===== config.mk =====
export PLATFORM = sky130hd
export DESIGN_NAME = comms_link_rx
export DESIGN_NICKNAME = d
export VERILOG_FILES = /design/src/rtl/comms_link_rx.sv
export SDC_FILE = /design/constraint.sdc
export NUM_CORES = 1
export LEC_CHECK = 0
export ABC_CLOCK_PERIOD_IN_PS = 2009
export CORE_UTILIZATION = 40
export CTS_BUF_LIST = sky130_fd_sc_hd__clkbuf_8
export DETAILED_ROUTE_END_ITERATION = 12
export GPL_TIMING_DRIVEN = 0
export HOLD_SLACK_MARGIN = 0.08
export SLEW_MARGIN = 25
export SYNTH_ARGS = -nofsm -noshare
export SYNTH_HDL_FRONTEND = slang
export SYNTH_SLANG_ARGS = --single-unit

===== constraint.sdc =====
create_clock -name clk -period 2.01 [get_ports clk]
set_input_delay 0.3015 -clock clk [delete_from_list [all_inputs] [get_ports clk]]
set_output_delay 0.3015 -clock clk [all_outputs]
set_load 0.05 [all_outputs]

===== src/rtl/comms_link_rx.sv =====
// comms_link_rx: receive-side deframer for the inter-board 8-pin link.
// Synchronises the raw pins, samples each symbol a fixed delay after the
// link-clock rising edge, pairs high/low halves into a 12-bit word and
// reports link health (link-up, saturating framing-error count).
// Optional build macro: COMMS_RX_MAJORITY_EN -- 2-of-3 majority sampling
// around the sample point (FRAME and word_valid move one cycle later).
module comms_link_rx #(
   parameter int SAMPLE_DELAY = 50000,
   parameter int TIMEOUT      = 300000,
   parameter int ERR_W        = 8
) (
   input  logic             clk,
   input  logic             rst_n,
   input  logic [7:0]       rx_pins,
   output logic [11:0]      word,
   output logic             word_valid,
   output logic             link_up,
   output logic [ERR_W-1:0] err_count
);

   localparam int CNT_W  = $clog2(SAMPLE_DELAY + 2) + 1;
   localparam int IDLE_W = $clog2(TIMEOUT + 1) + 1;

   localparam logic [CNT_W-1:0]  SAMPLE_CNT = CNT_W'(SAMPLE_DELAY);
   localparam logic [IDLE_W-1:0] IDLE_MAX   = IDLE_W'(TIMEOUT);
   localparam logic [IDLE_W-1:0] IDLE_LAST  = IDLE_W'(TIMEOUT - 1);
`ifdef COMMS_RX_MAJORITY_EN
   localparam logic [CNT_W-1:0]  FIRST_CNT  = CNT_W'(SAMPLE_DELAY - 1);
   localparam logic [CNT_W-1:0]  LAST_CNT   = CNT_W'(SAMPLE_DELAY + 1);
`else
   localparam logic [CNT_W-1:0]  LAST_CNT   = CNT_W'(SAMPLE_DELAY);
`endif

   typedef enum logic [1:0] {
      ST_IDLE,
      ST_WAIT,
      ST_FRAME
   } state_e;

   logic [7:0]       sync1_q, sync1_d, sync2_q, sync2_d;
   logic             pin0_prev_q, pin0_prev_d;
   state_e           state_q, state_d;
   logic [CNT_W-1:0] cnt_q, cnt_d;
   logic [IDLE_W-1:0] idle_q, idle_d;
   logic [6:0]       sym_q, sym_d;
   logic [5:0]       hi_q, hi_d;
   logic             hi_pending_q, hi_pending_d;
   logic [11:0]      word_q, word_d;
   logic             word_valid_q, word_valid_d;
   logic             link_up_q, link_up_d;
   logic [ERR_W-1:0] err_q, err_d;
`ifdef COMMS_RX_MAJORITY_EN
   logic [6:0]       samp_a_q, samp_a_d, samp_b_q, samp_b_d;
`endif

   logic edge_det;
   logic expire;
   logic err_inc;

   assign edge_det = sync2_q[0] & ~pin0_prev_q;

   // Next-state logic: synchroniser, idle timer, deframing FSM, health.
   always_comb begin
      // NOTE: every signal gets a default before any branch so no path leaves
      // it unassigned; that is what keeps this block free of inferred latches.
      sync1_d      = rx_pins;
      sync2_d      = sync1_q;
      pin0_prev_d  = sync2_q[0];
      state_d      = state_q;
      cnt_d        = cnt_q;
      idle_d       = idle_q;
      sym_d        = sym_q;
      hi_d         = hi_q;
      hi_pending_d = hi_pending_q;
      word_d       = word_q;
      word_valid_d = 1'b0;
      link_up_d    = link_up_q;
      err_d        = err_q;
      err_inc      = 1'b0;
`ifdef COMMS_RX_MAJORITY_EN
      samp_a_d     = samp_a_q;
      samp_b_d     = samp_b_q;
`endif

      // Idle timer: an edge always wins over a same-cycle expiry.
      expire = 1'b0;
      if (edge_det) begin
         idle_d = '0;
      end else if (idle_q != IDLE_MAX) begin
         idle_d = idle_q + 1'b1;
         expire = (idle_q == IDLE_LAST);
      end
      if (expire) begin
         link_up_d    = 1'b0;
         hi_pending_d = 1'b0;
      end

      // FRAME actions come after the timeout so a completing word wins.
      unique case (state_q)
         ST_IDLE: begin
            if (edge_det) begin
               state_d = ST_WAIT;
               cnt_d   = '0;
            end
         end
         ST_WAIT: begin
            if (edge_det) begin
               cnt_d   = '0;
               err_inc = 1'b1;
            end else begin
               cnt_d = cnt_q + 1'b1;
`ifdef COMMS_RX_MAJORITY_EN
               if (cnt_q == FIRST_CNT) samp_a_d = sync2_q[7:1];
               if (cnt_q == SAMPLE_CNT) samp_b_d = sync2_q[7:1];
               if (cnt_q == LAST_CNT) begin
                  sym_d   = (samp_a_q & samp_b_q) | (samp_a_q & sync2_q[7:1]) |
                            (samp_b_q & sync2_q[7:1]);
                  state_d = ST_FRAME;
               end
`else
               if (cnt_q == LAST_CNT) begin
                  sym_d   = sync2_q[7:1];
                  state_d = ST_FRAME;
               end
`endif
            end
         end
         ST_FRAME: begin
            state_d = ST_IDLE;
            if (!sym_q[6]) begin
               hi_d         = sym_q[5:0];
               hi_pending_d = 1'b1;
               err_inc      = hi_pending_q;
            end else if (hi_pending_q) begin
               word_d       = {hi_q, sym_q[5:0]};
               word_valid_d = 1'b1;
               hi_pending_d = 1'b0;
               link_up_d    = 1'b1;
            end else begin
               err_inc = 1'b1;
            end
         end
         default: state_d = ST_IDLE;
      endcase

      if (err_inc && (err_q != {ERR_W{1'b1}})) err_d = err_q + 1'b1;
   end

   // State registers with synchronous active-low reset.
   always_ff @(posedge clk) begin
      // NOTE: sequential state uses non-blocking assignments only, so every
      // flop samples the pre-edge value of every other flop.
      if (!rst_n) begin
         sync1_q      <= '0;
         sync2_q      <= '0;
         pin0_prev_q  <= 1'b0;
         state_q      <= ST_IDLE;
         cnt_q        <= '0;
         idle_q       <= '0;
         sym_q        <= '0;
         hi_q         <= '0;
         hi_pending_q <= 1'b0;
         word_q       <= '0;
         word_valid_q <= 1'b0;
         link_up_q    <= 1'b0;
         err_q        <= '0;
`ifdef COMMS_RX_MAJORITY_EN
         samp_a_q     <= '0;
         samp_b_q     <= '0;
`endif
      end else begin
         sync1_q      <= sync1_d;
         sync2_q      <= sync2_d;
         pin0_prev_q  <= pin0_prev_d;
         state_q      <= state_d;
         cnt_q        <= cnt_d;
         idle_q       <= idle_d;
         sym_q        <= sym_d;
         hi_q         <= hi_d;
         hi_pending_q <= hi_pending_d;
         word_q       <= word_d;
         word_valid_q <= word_valid_d;
         link_up_q    <= link_up_d;
         err_q        <= err_d;
`ifdef COMMS_RX_MAJORITY_EN
         samp_a_q     <= samp_a_d;
         samp_b_q     <= samp_b_d;
`endif
      end
   end

   assign word       = word_q;
   assign word_valid = word_valid_q;
   assign link_up    = link_up_q;
   assign err_count  = err_q;

endmodule


# == Yosys cells after proc, flatten, opt, wreduce, memory -nomap -nowiden ==
# Index checks and enable logic that the tools add are counted.
# word_totals
in_bits,10
out_inout_bits,22
reg_bits,92
wordCells,62
# classes
mux,22
n_eq_ne,9
add_sub_neg,3
reduce_logical,10
bitwise_logic,5
# op_table
op,n
$mux W17,2
$pmux W17 S2,1
$add A20 B1 Y20 const B,1
$eq A20 B19 Y1 const B,1
$ne A20 B19 Y1 const B,1
$add A17 B1 Y17 const B,1
$eq A17 B16 Y1 const B,1
$mux W1,14
$reduce_and A3 Y1,4
$add A8 B1 Y8 const B,1
$ne A8 B8 Y1 const B,1
$mux W2,3
$ne A2 B2 Y1 const B,3
$not A1 Y1,4
$pmux W2 S2,1
$reduce_and A2 Y1,2
$eq A2 B1 Y1 const B,1
$eq A2 B2 Y1 const B,1
$logic_not A2 Y1,1
$pmux W1 S2,1
$reduce_bool A2 Y1,1
$reduce_or A2 Y1,1
$and A1 B1 Y1,1
$logic_and A1 B1 Y1,1

# == Depth between registers and ports, before layout ==
# logic_depth
depth_word,7
mapped_depth,7
mapped_depth_nobuf,6

# == Worst setup path after synthesis ==
# No wires, ideal clock.
# synth_timing
path_kind,register to register
startpoint,register state_q[0]
endpoint,register cnt_q[16]
period_less_slack_ns,1.758
setup_ns,0.071
slack_ns,0.252
t_arrival_ns,1.686
required_ns,1.939
n_path_buf,0
stages_incl_launch_ff,7
path_cell_list,dfxtp_1 -> inv_1 -> ha_1 -> nand2b_1 -> a211o_1 -> or4_1 -> a21oi_1
# synth_between
elab_chain_len,3
word_cells_on_any_way,6
cone_classes,2 x eq/ne; 1 x mux; 3 x reduce/logical
# synth_lines
item,line,text
from (decl),42,"state_e state_q, state_d;"
from (signal assigned),175,state_q <= state_d;
$eq A2 B1 Y1 / $logic_not A2 Y1 (equally long branches),99,unique case (state_q)
$reduce_bool A2 Y1 (no line) / $ne A2 B2 Y1 (equally long branches),--,
$reduce_and A2 Y1 (no line),--,
to (signal assigned),176,cnt_q <= cnt_d;
to (decl),43,"logic [CNT_W-1:0] cnt_q, cnt_d;"
# Parallel ways exist; a longest one is shown, timed or not.
# A chain may end at the register's enable or synchronous reset.

# == Worst setup path after layout ==
# Ends and elaborated chain as after synthesis.

==> flow_metrics.py <==
metrics = {
    "run_status": {
        "status": "finished, final reports clean",
    },
    "synth": {
        "synth_cell_types": 60,
        "synthTopCellsByArea": "dfxtp_1 45%, nand2_1 6.2%, a21oi_1 4.1%, mux2i_1 3.4%, nor2_1 3.0%",
        "synth_cells": 470,
        "yosysWarnings": 0,
        "synthesis.area_um2": 4110,
        "synth_top_cell_by_area": "dfxtp_1",
        "async_reset_ff_share_pct": 0,
        "ys_ff_latch": 92,
        "yosys_most_used_dff": "dfxtp_1",
        "synth-edff-count": 0,
        "yosysTopAreaCellShare_pct": 44.8,
        "syn-num-nets": 489,
        "syn_area_per_cell_um2": 8.75,
        "seq_area_frac_synth_pct": 44.8,
    },
    "layout": {
        "layout_commonest_cell": "dfxtp_1",
        "final_cell_mix": "91 x dfxtp_1, 68 x nand2_1, 34 x a21oi_1",
        "diodes": 0,
        "area_growth_pct": 16.8,
        "multi_input_area_um2": 2150,
        "layout.cells.non_filler": 648,
        "fillers": 970,
        "final_area_um2": 4800,
        "layout.area.seq_um2": 1840,
        "drive_above_1_share_pct": 6.60,
        "nNetsFinal": 529,
    },
    "floorplanning": {
        "rows": 36,
        "die_w_um": 103,
        "core_um2": 9860,
        "die_h_um": 103,
        "die_area_um2": 10700,
        "initial_utilization_pct": 41.7,
        "pin_count": 32,
    },
    "placement": {
        "io_buffers": 30,
        "gp_congestion": 0.806,
        "placed_cells": 633,
        "place_area_um2": 4580,
        "hpwl_mm": 6.42,
    },
    "global_routing": {
        "gr-usage-all-layers_pct": 18.4,
        "antenna_found_initial": 0,
        "met1_usage_pct": 25.0,
        "grt_pass1_vias": 3326,
        "overflow": 0,
        "met3_usage_pct": 3.83,
        "use_met2_pct": 29.4,
        "top_usage_layer": "met2",
        "grt_max_degree": 21,
        "grt_first_pass_wirelength_mm": 15.5,
    },
    "timing": {
        "tns_ns": 0,
        "post-route-min-period_ns": 1.95,
        "rsz0062_at_grt": "true",
        "timing.final.crit_share_pct": 97.0,
        "slew_headroom_pct": 61.5,
        "slew_viol_final": 0,
        "fmax_mhz": 513,
        "worst_hold_slack_ns": 0.368,
        "setup_viol": 0,
        "fin_skew_ns": 0.0166,
        "hold_viol": 0,
        "worst_pin_slew_ns": 0.575,
    },
    "worst_setup_path": {
        "crit_path_max_fanout": 6,
        "end_kind": "flop",
        "critPathArrivalTime_ns": 2.24,
        "start_kind": "flop",
        "required_ns": 2.30,
        "path_class": "reg -> reg",
    },
    "clocking": {
        "clk_transition_reported_paths_ns": 0.10,
        "numCtsBuffers": 9,
        "worst_skew_pair.late_latency_ns": 0.37,
        "root_buffer": "clkbuf_8",
        "clock_sinks": 92,
        "clockBufferDepth": 2,
        "cts_tree": "done",
        "htree_levels": 3,
    },
    "route": {
        "drt_iter0_drc": 126,
        "ant_nets": 0,
        "routed_via_density": 5.44,
        "drc": 0,
        "vias": 3527,
        "dr.pass1.iters": 4,
        "routed_wl_mm": 8.95,
        "wl_per_cell_um": 13.8,
    },
    "power": {
        "vdd_drop_max_mv": 0.488,
        "p_total_mw": 3.30,
        "power_density_nw_per_um2": 688,
        "p_leak_nw": 1.64,
    },
    "min_path": {
        "min_path_type": "in -> reg",
    },
    "job": {
        "max_cap_viol_count": 0,
    },
}
==> worst max-delay path, stage by stage (launching register included) <==
cell,delay [ns]
dfxtp_2,0.38
inv_1,0.07
ha_1,0.25
nand2b_2,0.23
a211o_1,0.38
or4_1,0.42
a21oi_1,0.16
==> cell families after synthesis <==
| logic type | share of synthesized area, % |
|---|---|
| muxes | 3.41 |
| DFF | 44.8 |
| AOI/OAI and AO/OA | 13.9 |
| and+or+nand+nor | 29.6 |
| buffers and inverters | 2.95 |
| xor gates and xnor gates | 2.56 |
| adders and majority gates | 2.74 |
==> cell type report <==
cell class / count / share of cell area, %
Sequential cell: 92 / 38.4
Tap cell: 133 / 3.47
Buffer: 20 / 1.75
Timing Repair Buffer: 30 / 6.36
Inverter: 9 / 0.704
Multi-Input combinational cell: 348 / 44.9
Clock inverter: 7 / 1.90
Clock buffer: 9 / 2.58
==> per-stage QoR <==
| stage | setup slack, ns | utilization [%] |
|---|---|---|
| 4_1_cts | 0.0263 | 48.6 |
| 2_1_floorplan | 0.252 | - |
| 5_1_grt | -0.0598 | 48.7 |
| 3_3_place_gp | 0.0814 | 46.4 |
| 3_5_place_dp | 0.0590 | 46.4 |
| 6_report | 0.0611 | 48.7 |
==> metal layers <==
layer  vias up  part of all wire [%]
met5         -                     0
met4         0                  0.73
met3         8                   4.3
met2        73                    46
met1      1659                    49
li1       1787                     -
==> cell usage after synthesis, drive strengths merged (4+ instances only) <==
cell type  count
nand2         68
nor2b          4
mux2i         14
and2          19
a21oi         34
or4           11
o31ai          5
nor3          10
xnor2          5
nor4b          5
buf            7
ha             9
nand3         21
inv            9
nand3b         4
nand4         16
o21ai         19
clkbuf        14
dfxtp         92
nor2          33
or3            5
nor4           8
xor2           7
and4           7
==> power by group <==
group          internal (mW)  total, mW  switching, mW
sequential              1.85       1.87         0.0231
combinational         0.0562      0.152         0.0953
clock                  0.505       1.28          0.773
total                   2.41       3.30          0.892
==> registers in the layout, indices dropped and copies added, names as in the netlist, 6 cells and up <==
signal / cells
sym_q: 7
idle_q: 20
sync2_q: 8
word: 12
err_count: 8
hi_q: 6
sync1_q: 8
cnt_q: 17
==> repair_timing <==
action | CTS | global route
hold buffers | 0 | 0
resized for setup | 0 | 7
setup endpoints to repair | 1 | 11
pin swaps | 1 | 1
buffers inserted | 0 | 0
==> worst paths after layout <==
check	startpoint	end	slack, ns	cells past startpoint
max	state_q[0]	cnt_q[16]	0.06	6
min	rst_n	word_valid	0.37	2
max reg2reg	state_q[0]	cnt_q[16]	0.06	6
min reg2reg	sync1_q[0]	sync2_q[0]	0.43	1
No activity file was read; power rests on OpenSTA's default activity.
